==> src/rtl/rf_read_stage_if.sv <==
// Read-stage bus: register-array read port, write-back snoop and operand handshake.
interface rf_read_stage_if #(
    parameter int unsigned WIDTH = 16,
    parameter int unsigned NREGS = 16
);
    localparam int unsigned IDW = $clog2(NREGS);

    logic             in_valid;
    logic             in_ready;
    logic [IDW-1:0]   SrcReg1;
    logic [IDW-1:0]   SrcReg2;
    logic [NREGS-1:0] ReadEnable1;
    logic [NREGS-1:0] ReadEnable2;
    logic [WIDTH-1:0] Bitline1;
    logic [WIDTH-1:0] Bitline2;
    logic             WriteReg;
    logic [IDW-1:0]   DstReg;
    logic [WIDTH-1:0] DstData;
    logic             out_valid;
    logic             out_ready;
    logic [WIDTH-1:0] SrcData1;
    logic [WIDTH-1:0] SrcData2;

    // Stage side
    modport slave (
        input  in_valid, SrcReg1, SrcReg2, Bitline1, Bitline2,
               WriteReg, DstReg, DstData, out_ready,
        output in_ready, ReadEnable1, ReadEnable2, out_valid, SrcData1, SrcData2
    );

    // Upstream / register array / execute side
    modport master (
        output in_valid, SrcReg1, SrcReg2, Bitline1, Bitline2,
               WriteReg, DstReg, DstData, out_ready,
        input  in_ready, ReadEnable1, ReadEnable2, out_valid, SrcData1, SrcData2
    );
endinterface

==> src/rtl/rf_read_stage.sv <==
// Register-file read stage: one-hot read decode, write bypass, zero register,
// and a head + skid operand queue whose held entries snoop write-back.
module rf_read_stage #(
    parameter int unsigned WIDTH    = 16,
    parameter int unsigned NREGS    = 16,
    parameter int unsigned ZERO_REG = 1
) (
    input  logic          clk,
    input  logic          rst,
    rf_read_stage_if.slave bus
);
    localparam int unsigned IDW = $clog2(NREGS);

    typedef struct packed {
        logic [IDW-1:0]   id1;
        logic [IDW-1:0]   id2;
        logic [WIDTH-1:0] d1;
        logic [WIDTH-1:0] d2;
    } entry_t;

    logic   head_v, skid_v;
    entry_t head_q, skid_q;
    logic   head_v_d, skid_v_d;
    entry_t head_d, skid_d;
    entry_t new_e, head_s, skid_s;
    logic   accept, pop;

    function automatic logic is_zero(input logic [IDW-1:0] id);
        return (ZERO_REG != 0) && (id == '0);
    endfunction

    // Operand for a fresh read: zero register, then same-cycle write, then bitline
    function automatic logic [WIDTH-1:0] pick(input logic [IDW-1:0] id,
                                              input logic [WIDTH-1:0] bl,
                                              input logic wr,
                                              input logic [IDW-1:0] dst,
                                              input logic [WIDTH-1:0] dd);
        if (is_zero(id))
            return '0;
        if (wr && (dst == id))
            return dd;
        return bl;
    endfunction

    // Refresh a held operand when its source register is being written
    function automatic logic [WIDTH-1:0] snoop(input logic [IDW-1:0] id,
                                               input logic [WIDTH-1:0] d,
                                               input logic wr,
                                               input logic [IDW-1:0] dst,
                                               input logic [WIDTH-1:0] dd);
        if (wr && (dst == id) && !is_zero(id))
            return dd;
        return d;
    endfunction

    // in_ready comes straight from the skid flop, so out_ready never reaches it
    assign bus.in_ready  = !skid_v;
    assign accept        = rst && bus.in_valid && !skid_v;
    assign pop           = head_v && bus.out_ready;

    assign bus.ReadEnable1 = accept ? (NREGS'(1) << bus.SrcReg1) : '0;
    assign bus.ReadEnable2 = accept ? (NREGS'(1) << bus.SrcReg2) : '0;

    assign bus.out_valid = head_v;
    assign bus.SrcData1  = head_q.d1;
    assign bus.SrcData2  = head_q.d2;

    // Entry formed from the request being accepted this cycle
    always_comb begin
        new_e     = '0;
        new_e.id1 = bus.SrcReg1;
        new_e.id2 = bus.SrcReg2;
        new_e.d1  = pick(bus.SrcReg1, bus.Bitline1, bus.WriteReg, bus.DstReg, bus.DstData);
        new_e.d2  = pick(bus.SrcReg2, bus.Bitline2, bus.WriteReg, bus.DstReg, bus.DstData);
    end

    // Held entries with this cycle's write-back applied
    always_comb begin
        head_s    = head_q;
        skid_s    = skid_q;
        head_s.d1 = snoop(head_q.id1, head_q.d1, bus.WriteReg, bus.DstReg, bus.DstData);
        head_s.d2 = snoop(head_q.id2, head_q.d2, bus.WriteReg, bus.DstReg, bus.DstData);
        skid_s.d1 = snoop(skid_q.id1, skid_q.d1, bus.WriteReg, bus.DstReg, bus.DstData);
        skid_s.d2 = snoop(skid_q.id2, skid_q.d2, bus.WriteReg, bus.DstReg, bus.DstData);
    end

    // Queue movement: pop shifts skid to head, accept fills the first free slot
    always_comb begin
        head_v_d = head_v;
        skid_v_d = skid_v;
        head_d   = head_s;
        skid_d   = skid_s;
        if (pop) begin
            if (skid_v) begin
                head_d   = skid_s;
                skid_v_d = accept;
                if (accept)
                    skid_d = new_e;
            end else begin
                head_v_d = accept;
                if (accept)
                    head_d = new_e;
            end
        end else if (accept) begin
            if (head_v) begin
                skid_v_d = 1'b1;
                skid_d   = new_e;
            end else begin
                head_v_d = 1'b1;
                head_d   = new_e;
            end
        end
    end

    always_ff @(posedge clk or negedge rst) begin
        if (!rst) begin
            head_v <= 1'b0;
            skid_v <= 1'b0;
            head_q <= '0;
            skid_q <= '0;
        end else begin
            head_v <= head_v_d;
            skid_v <= skid_v_d;
            head_q <= head_d;
            skid_q <= skid_d;
        end
    end
endmodule

==> src/flat_wrapper.sv <==
// flat-port wrapper written by rule: the top's interface ports become plain ports
module rf_read_stage_flat 
#(
    parameter int unsigned WIDTH    = 16,
    parameter int unsigned NREGS    = 16,
    parameter int unsigned ZERO_REG = 1
)
  (clk, rst, bus_in_valid, bus_SrcReg1, bus_SrcReg2, bus_Bitline1, bus_Bitline2, bus_WriteReg, bus_DstReg, bus_DstData, bus_out_ready, bus_in_ready, bus_ReadEnable1, bus_ReadEnable2, bus_out_valid, bus_SrcData1, bus_SrcData2);
  rf_read_stage_if #(.WIDTH(WIDTH), .NREGS(NREGS)) bus_i ();
  input  logic clk;
  input  logic rst;
  input wire logic [$bits(bus_i.in_valid)-1:0] bus_in_valid;
  input wire logic [$bits(bus_i.SrcReg1)-1:0] bus_SrcReg1;
  input wire logic [$bits(bus_i.SrcReg2)-1:0] bus_SrcReg2;
  input wire logic [$bits(bus_i.Bitline1)-1:0] bus_Bitline1;
  input wire logic [$bits(bus_i.Bitline2)-1:0] bus_Bitline2;
  input wire logic [$bits(bus_i.WriteReg)-1:0] bus_WriteReg;
  input wire logic [$bits(bus_i.DstReg)-1:0] bus_DstReg;
  input wire logic [$bits(bus_i.DstData)-1:0] bus_DstData;
  input wire logic [$bits(bus_i.out_ready)-1:0] bus_out_ready;
  output wire logic [$bits(bus_i.in_ready)-1:0] bus_in_ready;
  output wire logic [$bits(bus_i.ReadEnable1)-1:0] bus_ReadEnable1;
  output wire logic [$bits(bus_i.ReadEnable2)-1:0] bus_ReadEnable2;
  output wire logic [$bits(bus_i.out_valid)-1:0] bus_out_valid;
  output wire logic [$bits(bus_i.SrcData1)-1:0] bus_SrcData1;
  output wire logic [$bits(bus_i.SrcData2)-1:0] bus_SrcData2;
  assign bus_i.in_valid = bus_in_valid;
  assign bus_i.SrcReg1 = bus_SrcReg1;
  assign bus_i.SrcReg2 = bus_SrcReg2;
  assign bus_i.Bitline1 = bus_Bitline1;
  assign bus_i.Bitline2 = bus_Bitline2;
  assign bus_i.WriteReg = bus_WriteReg;
  assign bus_i.DstReg = bus_DstReg;
  assign bus_i.DstData = bus_DstData;
  assign bus_i.out_ready = bus_out_ready;
  assign bus_in_ready = bus_i.in_ready;
  assign bus_ReadEnable1 = bus_i.ReadEnable1;
  assign bus_ReadEnable2 = bus_i.ReadEnable2;
  assign bus_out_valid = bus_i.out_valid;
  assign bus_SrcData1 = bus_i.SrcData1;
  assign bus_SrcData2 = bus_i.SrcData2;
  rf_read_stage #(.WIDTH(WIDTH), .NREGS(NREGS), .ZERO_REG(ZERO_REG)) u_core (.clk(clk), .rst(rst), .bus(bus_i));
endmodule
==> config.mk <==
export PLATFORM = sky130hd
export DESIGN_NAME = rf_read_stage_flat
export DESIGN_NICKNAME = d
export VERILOG_FILES = /design/src/rtl/rf_read_stage_if.sv /design/src/rtl/rf_read_stage.sv /design/src/flat_wrapper.sv
export SDC_FILE = /design/constraint.sdc
export NUM_CORES = 1
export LEC_CHECK = 0
export CAP_MARGIN = 20
export CELL_PAD_IN_SITES_DETAIL_PLACEMENT = 0
export CELL_PAD_IN_SITES_GLOBAL_PLACEMENT = 1
export CORE_UTILIZATION = 34
export CTS_BUF_LIST = sky130_fd_sc_hd__clkbuf_16
export CTS_CLUSTER_SIZE = 40
export DETAILED_ROUTE_END_ITERATION = 10
export GPL_TIMING_DRIVEN = 0
export PLACE_DENSITY = 0.86
export SLEW_MARGIN = 20
export SYNTH_ARGS = -nofsm -noshare
export SYNTH_HDL_FRONTEND = slang
export SYNTH_SLANG_ARGS = --single-unit
==> constraint.sdc <==
create_clock -name clk -period 1.99 [get_ports clk]
set_clock_uncertainty 0.05 [all_clocks]
set_input_delay 0.2985 -clock clk [delete_from_list [all_inputs] [get_ports clk]]
set_output_delay 0.2985 -clock clk [all_outputs]
set_load 0.005 [all_outputs]
# [Word-level counts from Yosys, hierarchy flattened]
# Cells that the tools add are included.
[totals] word_cells=98 in_bits=65 register_bits=82 output_inout_bits=66
[classes] n_mux=45 reduce_logical=31 n_shift=2 n_eq_ne=10
[op_table] op="$mux W40" n=10
[op_table] op="$mux W16" n=18
[op_table] op="$shl A1 B4 Y16 const A" n=2
[op_table] op="$eq A4 B4 Y1" n=6
[op_table] op="$logic_not A4 Y1" n=6
[op_table] op="$mux W1" n=17
[op_table] op="$logic_and A1 B1 Y1" n=13
[op_table] op="$ne A2 B2 Y1 const B" n=3
[op_table] op="$reduce_bool A2 Y1" n=3
[op_table] op="$logic_not A1 Y1" n=5
[op_table] op="$reduce_and A2 Y1" n=2
[op_table] op="$reduce_and A4 Y1" n=1
[op_table] op="$reduce_and A3 Y1" n=1
[op_table] op="$ne A2 B1 Y1 const B" n=1

# [Depth between registers and ports, before layout]
[logic_depth] word_depth=9 depth_mapped=8

# [Least setup slack after synthesis]
# OpenSTA, ideal clock, no wires.
[synth_timing] kind="input to register" from="input port bus_SrcReg1[0]" to="register u_core.head_q (netlist bit u_core.bus.SrcData1[10])" n_path_buf=2 setup_slack_ns=0.042 t_required_ns=1.800 arrival_time_ns=1.758 path_stages=6 cell_sequence="buf_4 > xor2_1 > nor4_4 > buf_6 > mux2i_1 > o221ai_2"
[synth_lines] item="start: declaration" line="flat_wrapper.sv:13" text="input wire logic [$bits(bus_i.SrcReg1)-1:0] bus_SrcReg1;"
[synth_lines] item="end signal: assignment" line="rf_read_stage.sv:119" text="head_q <= '0;"
[synth_lines] item="end signal: assignment" line="rf_read_stage.sv:124" text="head_q <= head_d;"
[synth_lines] item="end: declaration" line="rf_read_stage.sv:22" text="entry_t head_q, skid_q;"

# [Final worst setup path]
[layout_timing] from="register u_core.skid_v" to="output port bus_ReadEnable2[8]"
[layout_between] elab_chain_len=3
[layout_lines] item="start: declaration" line="rf_read_stage.sv:21" text="logic head_v, skid_v;"
[layout_lines] item="start signal: assignment" line="rf_read_stage.sv:123" text="skid_v <= skid_v_d;"
[layout_lines] item="$logic_not A1 Y1" line="rf_read_stage.sv:58" text="assign accept = rst && bus.in_valid && !skid_v;"
[layout_lines] item="$logic_and A1 B1 Y1" line="rf_read_stage.sv:58"
[layout_lines] item="$mux W16" line="rf_read_stage.sv:62" text="assign bus.ReadEnable2 = accept ? (NREGS'(1) << bus.SrcReg2) : '0;"
[layout_lines] item="end: declaration" line="flat_wrapper.sv:23" text="output wire logic [$bits(bus_i.ReadEnable2)-1:0] bus_ReadEnable2;"
# No other way between the ends.

==> run summary <==
result of the run: finished, violations left
violated checks: setup timing
Ports: 131
setup violators final: 19
Synthesis Warnings: 0
CTS tree: yes
vias in the first global route: 5215
Worst Path Arrival: 1.87 ns
setup ws final: -0.226 ns
layout cells sized above 1: 33.0%
Final period util: 111%
setup_tns: -1.72 ns
design area: 7680 um2
diode count: 0
Worst EP required: 1.64 ns
Least-Margin Pin Slew: 0.884 ns
Clk Latency, worst-skew pair: 0.34 ns
Antenna Nets Post-Route: 0
FFs w/ async S/R, synth: 100%
CP Capture Type: output pin
hold depth: 3
CTS sink count: 82
Routability Congestion: 0.839
Synth Flop Type: dfrtp_1
chip height: 126 um
H-tree Lvls: 3
Seq cells post-synth: 82
Post-synth EDFFs: 0
Worst IR Drop VDD: 0.662 mV
Synth area leaders: dfrtp_1, mux2i_1, buf_4
Die X: 126 um
Max Root-Sink Buffers: 2
Hold Startpoint: bus_SrcReg2[0]
worst reg2reg setup slack: 0.05 ns
Clock transition at path regs: 0.07 ns
die footprint: 16000 um2
# Max-Cap Violations: 0
RSZ-0062 raised after global routing: true
pre-CTS setup slack: -1.07 ns
Reg2Reg Depth: 6
initial antenna violation count: 0
Startpoint Class: flip-flop
CTS buffer count: 9
overall global routing resource usage: 22.2%
CP Max Fanout: 5
fmax: 451 MHz
post-synth net total: 591
core region area: 15100 um2
NumNets Final: 758
leakage: 3.16 nW
final core utilization: 50.7%
sequential area share after synthesis: 39.0%
Synth top cells by count: dfrtp_1, mux2i_1, nand3_1
Hold EP: u_core.head_q[32]
post-synth top area cell: dfrtp_1
final WL: 17.8 mm
worst r2r src: u_core.skid_q[35]
Slew Viols, Final: 0
Cell Rows: 45
hpwl dp: 11.8 mm
GRT overflow: 0
vias: 5088
WL/cell: 20.1 um
min-delay worst type: input pin to flip-flop
fin crit period: 2.22 ns
CTS Root Cell: clkbuf_16
mapped cell area: 5260 um2
DR pass1 iterations: 6
Slew headroom: 40.8%
post-synth top area share: 39.0%
Vias/cell: 5.74
Final Hold Viols: 0
Initial Util: 34.7%
Buffers on Ports: 120
WS Path Type: flip-flop to output pin
initial DRC count: 524
reg2reg end: u_core.bus.SrcData2[4]
DR DRC count: 0
pin count of the biggest net entering global routing: 46
Placed Area: 6720 um2
count leader, synth: dfrtp_1
library cells used by synthesis: 41
power density over cell area: 1170 nW/um2
synthesis-to-finish area growth: 46.0%
Mapped Avg Cell Area: 10.0 um2
Mapped Cells: 526
first-pass GRT wire length: 27.9 mm
routing by layer:
layer	global-route usage, %	vias to the layer above	wire length (um)	part of all wire [%]
met5	0	-	0	0
met3	4.34	24	1420	8.0
li1	-	2259	-	-
met1	29.7	2536	7480	42
met4	6.66	0	339	1.9
met2	36.2	269	8610	48
sequential cells by signal, indices dropped and copies added, names as in the netlist:
name,flops
u_core.bus.SrcData2,16
u_core.head_q,8
u_core.skid_v,1
u_core.skid_q,40
u_core.bus.SrcData1,16
u_core.bus.out_valid,1
critical path, cell delays in order (launching register included):
cell and delay (ns):
dfrtp_2 0.42, inv_1 0.09, and3_4 0.25, nand3b_1 0.18
buf_4 0.21, nor3_2 0.15, clkdlybuf4s15_2 0.23
what timing repair did:
action,4_1_cts,5_1_grt
hold buffers,5,0
resized for setup,146,78
setup endpoints to repair,112,109
setup buffers,17,14
hold endpoints to repair,45,0
gates cloned,2,0
pin swaps,22,16
how the worst max path moves through the flow:
stage                   start                       to  slack (ns)  cells past startpoint
6_report        u_core.skid_v       bus_ReadEnable2[8]       -0.23                      6
5_1_grt         u_core.skid_v       bus_ReadEnable2[8]       -0.28                      6
4_1_cts         u_core.skid_v      bus_ReadEnable2[12]       -0.24                      5
3_5_place_dp              rst       bus_ReadEnable2[0]       -1.07                      7
3_3_place_gp              rst       bus_ReadEnable2[0]       -3.80                      6
2_1_floorplan  bus_SrcReg1[0]  u_core.bus.SrcData1[10]        0.04                      6
logic make-up after synthesis:
logic type	after synthesis	share of synthesized area [%]
simple gates	121	11.9
buf+inv	83	9.80
mux	72	13.9
compound gates	148	21.8
flops	82	39.0
xor+xnor	20	3.61
power breakdown:
part | switching (W) | internal, W
clock | 0.000706 | 0.00110
combinational | 0.00194 | 0.00232
sequential | 0.000461 | 0.00243
total | 0.00310 | 0.00585
final cells by class:
cell class	count	area, um2
Buffer	72	541
Clock buffer	9	225
Clock inverter	7	92.6
Fill cell	1331	7460
Inverter	8	30.0
Multi-Input combinational cell	361	2970
Sequential cell	82	2050
Tap cell	188	235
Timing Repair Buffer	159	1530
through the flow:
| stage | instances | hold slack, ns | power [W] |
|---|---|---|---|
| after CTS | 874 | 0.163 | 0.00873 |
| after detailed placement | 835 | 0.298 | 0.00675 |
| after global placement | 834 | 0.465 | 0.00658 |
| final | 886 | 0.200 | 0.00895 |
| after floorplan | 526 | -0.0471 | 0.00528 |
| after global routing | 886 | 0.203 | 0.00945 |
cells in the final DEF (no fill, tap or decap), types with 4 or more instances in the layout:
cell	n
inv_1	8
clkbuf_1	5
o221ai_1	22
o21ai_0	33
a21oi_1	4
o221ai_2	10
nor2_4	7
buf_6	17
clkbuf_2	6
a222oi_1	6
nand2_4	4
mux2_2	8
clkbuf_4	4
dfrtp_1	81
nand2_1	11
nor3_2	6
buf_4	64
mux2i_2	7
clkdlybuf4s50_1	86
mux2i_1	57
clkbuf_16	9
nor2_2	10
buf_2	27
nand3_1	33
o22ai_2	7
xnor2_1	14
o22ai_1	25
nand2_2	5
xor2_1	4
nor2_1	12
dlymetal6s2s_1	6
a21o_1	32
nand4_1	4
Note: power is estimated with default switching activity, not from simulation.
